File: src/rtl/iir_seq_pkg.sv
// Shared types and constants for the time-multiplexed biquad cascade:
// FSM states, tap ordering, accumulator sizing, rounding and coefficient reset values.
package iir_seq_pkg;

  typedef enum logic [1:0] {
    IDLE = 2'd0,
    MAC  = 2'd1,
    WB   = 2'd2
  } state_e;

  localparam logic [2:0] TAP_B0 = 3'd0;
  localparam logic [2:0] TAP_B1 = 3'd1;
  localparam logic [2:0] TAP_B2 = 3'd2;
  localparam logic [2:0] TAP_A1 = 3'd3;
  localparam logic [2:0] TAP_A2 = 3'd4;
  localparam int         NTAPS  = 32'sd5;

  // Three guard bits cover the sum of five full-width products.
  function automatic int acc_width(input int dw, input int cw);
    return dw + cw + 32'sd3;
  endfunction

  function automatic longint round_const(input int frac);
    return 64'sd1 <<< (frac - 32'sd1);
  endfunction

  // b0 = 1.0 and every other tap 0 makes each section a passthrough.
  function automatic longint coef_reset_val(input int tap, input int frac);
    if (tap == int'(TAP_B0)) begin
      return 64'sd1 <<< frac;
    end else begin
      return 64'sd0;
    end
  endfunction

endpackage

File: src/rtl/iir_sos_sequencer_if.sv
// Sample stream, filtered output and coefficient write port of the biquad sequencer.
interface iir_sos_sequencer_if #(
  parameter int NSEC = 4,
  parameter int DW   = 32,
  parameter int CW   = 18
) ();

  localparam int AW = $clog2(32'sd5 * NSEC);

  logic                 s_valid;
  logic                 s_ready;
  logic signed [DW-1:0] s_data;
  logic                 m_valid;
  logic signed [DW-1:0] m_data;
  logic                 cfg_we;
  logic [AW-1:0]        cfg_addr;
  logic signed [CW-1:0] cfg_data;
  logic                 cfg_err;

  modport master (
    output s_valid, s_data, cfg_we, cfg_addr, cfg_data,
    input  s_ready, m_valid, m_data, cfg_err
  );

  modport slave (
    input  s_valid, s_data, cfg_we, cfg_addr, cfg_data,
    output s_ready, m_valid, m_data, cfg_err
  );

endinterface

File: src/rtl/iir_mac.sv
// Shared multiply-accumulate for all biquad taps: signed product, add/subtract,
// round-half-up, saturation to DW and the sticky saturation flag.
module iir_mac
  import iir_seq_pkg::*;
#(
  parameter int DW   = 32,
  parameter int CW   = 18,
  parameter int FRAC = 16
) (
  input  logic                 clk,
  input  logic                 reset,
  input  logic                 acc_en,
  input  logic                 acc_sub,
  input  logic                 acc_wb,
  input  logic                 sat_clr,
  input  logic signed [CW-1:0] coef,
  input  logic signed [DW-1:0] operand,
  output logic signed [DW-1:0] result,
  output logic                 sat
);

  localparam int AW = acc_width(DW, CW);
  localparam int PW = DW + CW;
  localparam logic signed [AW-1:0] RND     = AW'(round_const(FRAC));
  localparam logic signed [DW-1:0] SAT_MAX = {1'b0, {(DW-1){1'b1}}};
  localparam logic signed [DW-1:0] SAT_MIN = {1'b1, {(DW-1){1'b0}}};

  logic signed [AW-1:0] acc_q, acc_d;
  logic                 sat_q, sat_d;
  logic signed [PW-1:0] prod_s;
  logic signed [AW-1:0] rnd_s;
  logic signed [AW-1:0] shr_s;
  logic                 ovf_s;

  // Product is exact at DW+CW bits; the write-back cycle empties the accumulator.
  always_comb begin
    prod_s = PW'(operand) * PW'(coef);
    acc_d  = acc_q;
    if (acc_wb) begin
      acc_d = '0;
    end else if (acc_en) begin
      if (acc_sub) begin
        acc_d = acc_q - AW'(prod_s);
      end else begin
        acc_d = acc_q + AW'(prod_s);
      end
    end else begin
      acc_d = acc_q;
    end
  end

  // Result is in range only when every bit above the DW-bit sign agrees with it.
  always_comb begin
    rnd_s = acc_q + RND;
    shr_s = rnd_s >>> FRAC;
    ovf_s = (shr_s[AW-1:DW-1] != '0) && (shr_s[AW-1:DW-1] != '1);
    if (!ovf_s) begin
      result = shr_s[DW-1:0];
    end else if (shr_s[AW-1]) begin
      result = SAT_MIN;
    end else begin
      result = SAT_MAX;
    end
  end

  always_comb begin
    sat_d = sat_q;
    if (sat_clr) begin
      sat_d = 1'b0;
    end else if (acc_wb && ovf_s) begin
      sat_d = 1'b1;
    end else begin
      sat_d = sat_q;
    end
  end

  always_ff @(posedge clk) begin
    if (!reset) begin
      acc_q <= '0;
      sat_q <= 1'b0;
    end else begin
      acc_q <= acc_d;
      sat_q <= sat_d;
    end
  end

  assign sat = sat_q;

endmodule

File: src/rtl/iir_sos_sequencer.sv
// Cascade of NSEC Direct-Form-I biquads sharing one MAC: five tap cycles plus one
// write-back cycle per section, owning the coefficient and delay-line register files.
module iir_sos_sequencer
  import iir_seq_pkg::*;
#(
  parameter int NSEC = 4,
  parameter int DW   = 32,
  parameter int CW   = 18,
  parameter int FRAC = 16
) (
  input  logic               clk,
  input  logic               reset,
  iir_sos_sequencer_if.slave bus,
  input  logic               clear_state,
  output logic               sat,
  output logic               busy
);

  localparam int NCOEF = NTAPS * NSEC;
  localparam int AW    = $clog2(NCOEF);
  localparam int SW    = (NSEC > 32'sd1) ? $clog2(NSEC) : 32'sd1;
  localparam logic [SW-1:0] SEC_LAST = SW'(NSEC - 32'sd1);

  state_e               state_q, state_d;
  logic [SW-1:0]        sec_q, sec_d;
  logic [2:0]           tap_q, tap_d;
  logic signed [DW-1:0] xin_q, xin_d;
  logic signed [DW-1:0] x1_q [NSEC];
  logic signed [DW-1:0] x1_d [NSEC];
  logic signed [DW-1:0] x2_q [NSEC];
  logic signed [DW-1:0] x2_d [NSEC];
  logic signed [DW-1:0] y1_q [NSEC];
  logic signed [DW-1:0] y1_d [NSEC];
  logic signed [DW-1:0] y2_q [NSEC];
  logic signed [DW-1:0] y2_d [NSEC];
  logic signed [CW-1:0] coef_q [NCOEF];
  logic signed [CW-1:0] coef_d [NCOEF];
  logic                 m_valid_q, m_valid_d;
  logic signed [DW-1:0] m_data_q, m_data_d;
  logic                 cfg_err_q, cfg_err_d;

  logic                 idle_s, accept_s;
  logic                 mac_en_s, mac_sub_s, mac_wb_s, sat_clr_s;
  logic [AW-1:0]        coef_idx_s;
  logic signed [CW-1:0] coef_s;
  logic signed [DW-1:0] operand_s, result_s;

  assign idle_s      = (state_q == IDLE);
  assign bus.s_ready = idle_s && reset && !clear_state;
  assign accept_s    = bus.s_valid && bus.s_ready;
  assign busy        = !idle_s;
  assign bus.m_valid = m_valid_q;
  assign bus.m_data  = m_data_q;
  assign bus.cfg_err = cfg_err_q;

  // Section k, tap t reads coefficient 5k+t and the matching delay-line element.
  always_comb begin
    coef_idx_s = AW'(NTAPS) * AW'(sec_q) + AW'(tap_q);
    coef_s     = coef_q[coef_idx_s];
    mac_sub_s  = (tap_q == TAP_A1) || (tap_q == TAP_A2);
    case (tap_q)
      TAP_B0:  operand_s = xin_q;
      TAP_B1:  operand_s = x1_q[sec_q];
      TAP_B2:  operand_s = x2_q[sec_q];
      TAP_A1:  operand_s = y1_q[sec_q];
      TAP_A2:  operand_s = y2_q[sec_q];
      default: operand_s = '0;
    endcase
  end

  iir_mac #(
    .DW   (DW),
    .CW   (CW),
    .FRAC (FRAC)
  ) u_mac (
    .clk     (clk),
    .reset   (reset),
    .acc_en  (mac_en_s),
    .acc_sub (mac_sub_s),
    .acc_wb  (mac_wb_s),
    .sat_clr (sat_clr_s),
    .coef    (coef_s),
    .operand (operand_s),
    .result  (result_s),
    .sat     (sat)
  );

  always_comb begin
    state_d   = state_q;
    sec_d     = sec_q;
    tap_d     = tap_q;
    xin_d     = xin_q;
    x1_d      = x1_q;
    x2_d      = x2_q;
    y1_d      = y1_q;
    y2_d      = y2_q;
    m_valid_d = 1'b0;
    m_data_d  = m_data_q;
    mac_en_s  = 1'b0;
    mac_wb_s  = 1'b0;
    sat_clr_s = 1'b0;
    case (state_q)
      IDLE: begin
        if (clear_state) begin
          for (int i = 0; i < NSEC; i++) begin
            x1_d[i] = '0;
            x2_d[i] = '0;
            y1_d[i] = '0;
            y2_d[i] = '0;
          end
          sat_clr_s = 1'b1;
        end else if (accept_s) begin
          xin_d   = bus.s_data;
          sec_d   = '0;
          tap_d   = TAP_B0;
          state_d = MAC;
        end else begin
          state_d = IDLE;
        end
      end
      MAC: begin
        mac_en_s = 1'b1;
        if (tap_q == TAP_A2) begin
          tap_d   = TAP_B0;
          state_d = WB;
        end else begin
          tap_d   = tap_q + 3'd1;
        end
      end
      WB: begin
        // Only the saturated value enters the recursion and the next section.
        mac_wb_s    = 1'b1;
        x2_d[sec_q] = x1_q[sec_q];
        x1_d[sec_q] = xin_q;
        y2_d[sec_q] = y1_q[sec_q];
        y1_d[sec_q] = result_s;
        xin_d       = result_s;
        if (sec_q == SEC_LAST) begin
          m_valid_d = 1'b1;
          m_data_d  = result_s;
          state_d   = IDLE;
        end else begin
          sec_d   = sec_q + SW'(1'b1);
          state_d = MAC;
        end
      end
      default: state_d = IDLE;
    endcase
  end

  // A write in the accepting cycle lands before the first tap, so it applies to that sample.
  always_comb begin
    coef_d    = coef_q;
    cfg_err_d = 1'b0;
    if (bus.cfg_we) begin
      if (idle_s && (bus.cfg_addr < AW'(NCOEF))) begin
        coef_d[bus.cfg_addr] = bus.cfg_data;
      end else begin
        cfg_err_d = 1'b1;
      end
    end else begin
      cfg_err_d = 1'b0;
    end
  end

  always_ff @(posedge clk) begin
    if (!reset) begin
      state_q   <= IDLE;
      sec_q     <= '0;
      tap_q     <= TAP_B0;
      xin_q     <= '0;
      m_valid_q <= 1'b0;
      m_data_q  <= '0;
      cfg_err_q <= 1'b0;
      for (int i = 0; i < NSEC; i++) begin
        x1_q[i] <= '0;
        x2_q[i] <= '0;
        y1_q[i] <= '0;
        y2_q[i] <= '0;
      end
      for (int j = 0; j < NCOEF; j++) begin
        coef_q[j] <= CW'(coef_reset_val(j % NTAPS, FRAC));
      end
    end else begin
      state_q   <= state_d;
      sec_q     <= sec_d;
      tap_q     <= tap_d;
      xin_q     <= xin_d;
      m_valid_q <= m_valid_d;
      m_data_q  <= m_data_d;
      cfg_err_q <= cfg_err_d;
      x1_q      <= x1_d;
      x2_q      <= x2_d;
      y1_q      <= y1_d;
      y2_q      <= y2_d;
      coef_q    <= coef_d;
    end
  end

endmodule

File: src/flat_wrapper.sv
// flat-port wrapper written by rule: the top's interface ports become plain ports
module iir_sos_sequencer_flat import iir_seq_pkg::*;
#(
  parameter int NSEC = 4,
  parameter int DW   = 32,
  parameter int CW   = 18,
  parameter int FRAC = 16
)
  (clk, reset, clear_state, sat, busy, bus_s_valid, bus_s_data, bus_cfg_we, bus_cfg_addr, bus_cfg_data, bus_s_ready, bus_m_valid, bus_m_data, bus_cfg_err);
  iir_sos_sequencer_if #(.NSEC(NSEC), .DW(DW), .CW(CW)) bus_i ();
  input  logic clk;
  input  logic reset;
  input  logic clear_state;
  output logic sat;
  output logic busy;
  input wire logic [$bits(bus_i.s_valid)-1:0] bus_s_valid;
  input wire logic [$bits(bus_i.s_data)-1:0] bus_s_data;
  input wire logic [$bits(bus_i.cfg_we)-1:0] bus_cfg_we;
  input wire logic [$bits(bus_i.cfg_addr)-1:0] bus_cfg_addr;
  input wire logic [$bits(bus_i.cfg_data)-1:0] bus_cfg_data;
  output wire logic [$bits(bus_i.s_ready)-1:0] bus_s_ready;
  output wire logic [$bits(bus_i.m_valid)-1:0] bus_m_valid;
  output wire logic [$bits(bus_i.m_data)-1:0] bus_m_data;
  output wire logic [$bits(bus_i.cfg_err)-1:0] bus_cfg_err;
  assign bus_i.s_valid = bus_s_valid;
  assign bus_i.s_data = bus_s_data;
  assign bus_i.cfg_we = bus_cfg_we;
  assign bus_i.cfg_addr = bus_cfg_addr;
  assign bus_i.cfg_data = bus_cfg_data;
  assign bus_s_ready = bus_i.s_ready;
  assign bus_m_valid = bus_i.m_valid;
  assign bus_m_data = bus_i.m_data;
  assign bus_cfg_err = bus_i.cfg_err;
  iir_sos_sequencer #(.NSEC(NSEC), .DW(DW), .CW(CW), .FRAC(FRAC)) u_core (.clk(clk), .reset(reset), .bus(bus_i), .clear_state(clear_state), .sat(sat), .busy(busy));
endmodule
File: config.mk
export PLATFORM = sky130hd
export DESIGN_NAME = iir_sos_sequencer_flat
export DESIGN_NICKNAME = d
export VERILOG_FILES = /design/src/rtl/iir_seq_pkg.sv /design/src/rtl/iir_sos_sequencer_if.sv /design/src/rtl/iir_mac.sv /design/src/rtl/iir_sos_sequencer.sv /design/src/flat_wrapper.sv
export SDC_FILE = /design/constraint.sdc
export NUM_CORES = 2
export LEC_CHECK = 0
export BUFFER_PORTS_ARGS = -buffer_cell sky130_fd_sc_hd__buf_2
export CAP_MARGIN = 10
export CORE_MARGIN = 2
export CORE_UTILIZATION = 49
export DETAILED_ROUTE_END_ITERATION = 16
export GPL_ROUTABILITY_DRIVEN = 1
export GPL_TIMING_DRIVEN = 0
export PLACE_DENSITY = 0.69
export RECOVER_POWER = 25
export SYNTH_ARGS = -nofsm -noshare
export SYNTH_HDL_FRONTEND = slang
export SYNTH_HIERARCHICAL = 1
export SYNTH_SLANG_ARGS = --single-unit
File: constraint.sdc
create_clock -name clk -period 10.7 [get_ports clk]
set_input_delay 0.535 -clock clk [delete_from_list [all_inputs] [get_ports clk]]
set_output_delay 0.535 -clock clk [all_outputs]
set_load 0.005 [all_outputs]
==> results.yml <==
detailed_routing:
  antenna_left: 0
  postRouteWirelength_um: 236000
  route.detailed.wl_per_inst_um: 25.4
  drtIter0Drc: 6726
  vias_per_cell: 6.08
  detailed_route_drc_error_count: 0
  via_count: 56300
  drt_pre_antenna_iters: 9
placed_design:
  dpl-instance-area_um2: 69900
  io_buffers: 78
  dpl.hpwl_um: 177000
  numPlacedInstances: 8936
  final_replace_weighted_congestion: 1.05
cells_and_area:
  regArea_um2: 20000
  area.growth.synth_to_final_pct: 15.1
  final_area_um2: 77000
  final_layout_net_count: 8204
  post_route_non_filler_standard_cell_count: 9267
  post_route_cells_drive_above_1_share: 0.158
  multiInputGateArea_um2: 43600
  n_fill_cell: 11700
grt:
  track_usage: 0.330
  grt_pass1_wl_um: 350000
  grt_antenna_before_repair: 13
  grt_overflow_total: 0
  maximum_number_of_pins_on_one_net_before_global_route_repair: 17
  first_global_vias: 55700
setup_path:
  critical-path-top-cell-by-count: "sky130_fd_sc_hd__fa_1"
  worst-path-max-fanout: 10
  critical_path_required_ns: 11.34
  worst-r2r-setup-slack_ns: -0.45
  arrival_time_of_the_worst_setup_path_ns: 11.80
  critPathLaunchType: "flip-flop"
  critical_path.reg2reg.endpoint: "u_core/u_mac/acc_q[46]"
  r2r_start: "u_core/sec_q[1]"
  worst_r2r_path_depth: 42
  timing.critical_path.to_type: "flip-flop"
  critical-path-max-stage-delay_ns: 0.60
  criticalPathCategory: "reg2reg"
  cell_with_the_largest_stage_delay_on_the_worst_path: "sky130_fd_sc_hd__fa_2"
synth:
  xor_xnor_share_of_the_synthesized_area: 0.0225
  yosysWarningCount: 6
  synth_adder_area_share: 0.202
  synth-simple-area-share: 0.145
  syn-instance-count: 7049
  ys_types: 97
  ys.flop_type: "sky130_fd_sc_hd__dfxtp_1"
  synth.mux.area_fraction: 0.136
  yosysTopAreaCell: "sky130_fd_sc_hd__dfxtp_1"
  synth_top_area_frac: 0.299
  synth_async_sr_flop_share: 0
  synth-edff-count: 0
  netlist_top_cells_area: "sky130_fd_sc_hd__dfxtp_1 30%, sky130_fd_sc_hd__fa_1 17%, sky130_fd_sc_hd__mux4_2 7.3%"
  synth.net_count: 7854
  synth.ff_latch_count: 999
  syn_area_um2: 66900
  ys_seq_area_frac: 0.299
  main_combinational_cell_family_by_area_after_synthesis: "adder cells"
  synth.avg_cell_area_um2: 9.49
  synth_compound_area_frac: 0.121
min_path:
  hold_class: "in2reg"
  worstHoldPathCells: 3
  worst_hold_path.endpoint: "u_core/xin_q[21]"
  worst_hold_startpoint: "bus_s_data[21]"
sta:
  min_period_over_period: 1.04
  finClkSkew_ns: 0.0744
  totalNegativeSetupSlack_ns: -6.14
  worst_slack_ns: -0.453
  report.final.slew_viol_count: 0
  finalWorstPathRequiredPeriod_ns: 11.15
  timing.final.hold_violations: 0
  rsz0062_at_grt: "true"
  finalSetupViolations: 19
  relative_slew_slack: 0.161
  max_freq_ghz: 0.0897
  worst-slew-pin-transition_ns: 1.26
floorplan:
  core_um2: 135000
  initial_core_util: 0.494
  fp.dieH_um: 373
  die-area_um2: 139000
  floorplan.rows: 135
  floorplan.die.width_um: 373
  floorplan.io_pins: 97
clock_tree:
  tritoncts: "built"
  tritoncts_sink_count: 999
  clkLatencyLatePin_ns: 0.74
  cts_root_cell: "sky130_fd_sc_hd__clkbuf_16"
  total_cts_buffers: 103
  htree_levels: 3
  clkTransAtPathRegs_ns: 0.06
  cts_buffer_depth: 3
power_and_ir_drop:
  power.share.sequential: 0.373
  vdd_drop_max_uv: 137
  reported_net_switching_power_w: 0.00338
  p_int_w: 0.00695
  power.clock.fraction: 0.370
  power_dens_cells_nw_per_um2: 134
  total_leakage_power_nw: 32.1
  sw_frac_of_total: 0.327
  fin_total_pwr_w: 0.0103
  comb_power_share: 0.257
outcome:
  failed_checks: "negative setup slack"
  status: "finished, violations left"
run:
  max_cap_viol_count: 0
## final cells by class
cell class / count / area share
timing repair buffer: 260 / 0.0243
clock buffer: 151 / 0.0393
sequential: 999 / 0.260
inverter: 697 / 0.0340
clock inverter: 38 / 0.00765
tap: 1781 / 0.0289
multi-input combinational: 4815 / 0.567
buffer: 523 / 0.0389
antenna: 3 / 0.0000975
## worst max-delay path by stage
stage	start	end	slack, ns
4_1_cts	u_core/sec_q[1]	u_core/u_mac/acc_q[46]	-0.39
2_1_floorplan	u_core/sec_q[1]	u_core/u_mac/acc_q[52]	0.0007
3_3_place_gp	u_core/sec_q[1]	u_core/u_mac/acc_q[49]	-3.02
3_5_place_dp	u_core/sec_q[1]	u_core/u_mac/acc_q[49]	-3.17
6_report	u_core/sec_q[1]	u_core/u_mac/acc_q[46]	-0.45
5_1_grt	u_core/sec_q[1]	u_core/u_mac/acc_q[50]	-0.79
## state kept, by name, indices dropped and copies added (netlist names)
register and cells:
u_core/sec_q 2, u_core/x2_q 128, u_core/state_q 2, u_core/y1_q 128, u_core/bus.cfg_err 1, u_core/y2_q 128, u_core/x1_q 128, u_core/xin_q 32
u_core/u_mac/sat 1, u_core/tap_q 3, u_core/u_mac/acc_q 53, u_core/bus.m_data 32, u_core/bus.m_valid 1, u_core/coef_q 360
## cells in the mapped netlist, types with 5 or more instances
| master | n |
|---|---|
| sky130_fd_sc_hd__nor2b_1 | 104 |
| sky130_fd_sc_hd__o31ai_1 | 10 |
| sky130_fd_sc_hd__xor2_1 | 60 |
| sky130_fd_sc_hd__nand2_1 | 622 |
| sky130_fd_sc_hd__clkbuf_1 | 372 |
| sky130_fd_sc_hd__a22o_1 | 129 |
| sky130_fd_sc_hd__nor3_1 | 40 |
| sky130_fd_sc_hd__a21boi_0 | 5 |
| sky130_fd_sc_hd__and3_1 | 18 |
| sky130_fd_sc_hd__dfxtp_1 | 999 |
| sky130_fd_sc_hd__and2_1 | 221 |
| sky130_fd_sc_hd__a211o_1 | 25 |
| sky130_fd_sc_hd__mux2i_1 | 418 |
| sky130_fd_sc_hd__buf_1 | 27 |
| sky130_fd_sc_hd__o21bai_1 | 11 |
| sky130_fd_sc_hd__nand2b_1 | 27 |
| sky130_fd_sc_hd__and4_1 | 8 |
| sky130_fd_sc_hd__a311oi_1 | 36 |
| sky130_fd_sc_hd__nand3_1 | 104 |
| sky130_fd_sc_hd__ha_1 | 190 |
| sky130_fd_sc_hd__nor2_1 | 877 |
| sky130_fd_sc_hd__a21oi_1 | 168 |
| sky130_fd_sc_hd__nand4_1 | 33 |
| sky130_fd_sc_hd__a31oi_1 | 27 |
| sky130_fd_sc_hd__o211ai_1 | 13 |
| sky130_fd_sc_hd__o21a_1 | 18 |
| sky130_fd_sc_hd__buf_2 | 114 |
| sky130_fd_sc_hd__a22oi_1 | 451 |
| sky130_fd_sc_hd__buf_6 | 10 |
| sky130_fd_sc_hd__mux4_2 | 218 |
| sky130_fd_sc_hd__nand3b_1 | 28 |
| sky130_fd_sc_hd__a211oi_1 | 18 |
| sky130_fd_sc_hd__inv_1 | 695 |
| sky130_fd_sc_hd__buf_4 | 12 |
| sky130_fd_sc_hd__xnor2_1 | 108 |
| sky130_fd_sc_hd__fa_1 | 555 |
| sky130_fd_sc_hd__nor3_2 | 7 |
| sky130_fd_sc_hd__o21ai_0 | 97 |
| sky130_fd_sc_hd__nor3b_1 | 7 |
| sky130_fd_sc_hd__a21o_1 | 59 |
| sky130_fd_sc_hd__or3_1 | 6 |
## layer usage
metal / routed length [um] / vias up / track usage
met3: 29800 / 599 / 0.106
met1: 90200 / 28000 / 0.429
li1: - / 24400 / -
met2: 102000 / 3298 / 0.498
met5: 161 / - / 0
met4: 13600 / 8 / 0.159
## cells by family (layout without fill, tap and decap cells)
family          after synthesis  count (layout)
simple gates               2139            2140
buf+inv                    1236            1669
compound gates             1123            1123
flops                       999             999
fa+ha+maj                   745             745
mux                         637             637
xor+xnor                    170             170
other cells                   0               3
## worst max-delay path, delay by kind of cell, from the launching register on
family,cells,cell delay (ns)
simple gates,10,1.75
fa+ha+maj,11,4.76
flops,1,0.37
compound gates,11,2.64
buf+inv,8,1.13
xor+xnor,2,0.42
## power by group through the flow
stage	combinational [W]	clock [W]	sequential [W]
2_1_floorplan	0.00135	0	0.00390
3_3_place_gp	0.00206	0	0.00393
3_5_place_dp	0.00218	0	0.00393
4_1_cts	0.00241	0.00384	0.00385
5_1_grt	0.00277	0.00400	0.00386
6_report	0.00266	0.00382	0.00386
## timing repair
action / in CTS / in global routing
cloned: 6 / 1
pin swaps: 163 / 138
setup buffers: 98 / 49
gates resized for setup: 532 / 188
hold buffers: 0 / 0
endpoints found under the setup margin: 37 / 26
hold endpoints to repair: 0 / 0
## cell usage in the layout (no fill, tap or decap), drive strengths merged, types with 11 or more instances in the layout
cell type and instances:
a211o 25, a211oi 20, a21o 59, a21oi 171, a22o 129, a22oi 451
a311oi 36, a31oi 28, and2 221, and3 19, buf 377, clkbuf 557
clkinv 22, dfxtp 999, fa 555, ha 190, inv 700, mux2i 418
mux4 218, nand2 623, nand2b 27, nand3 106, nand3b 28, nand4 34
nor2 877, nor2b 104, nor3 50, o211ai 14, o21a 19, o21ai 102
o21bai 11, xnor2 109, xor2 61
## metrics by stage
step                      utilization  worst slack [ns]  hold WS [ns]
final                           0.568            -0.453        0.0811
after global routing            0.568            -0.788        0.0918
after CTS                       0.563            -0.389        0.0622
after detailed placement        0.516             -3.17         0.442
after global placement          0.514             -3.02         0.432
after floorplan                     -          0.000710         0.436
Note: power is estimated with default switching activity, not from simulation.
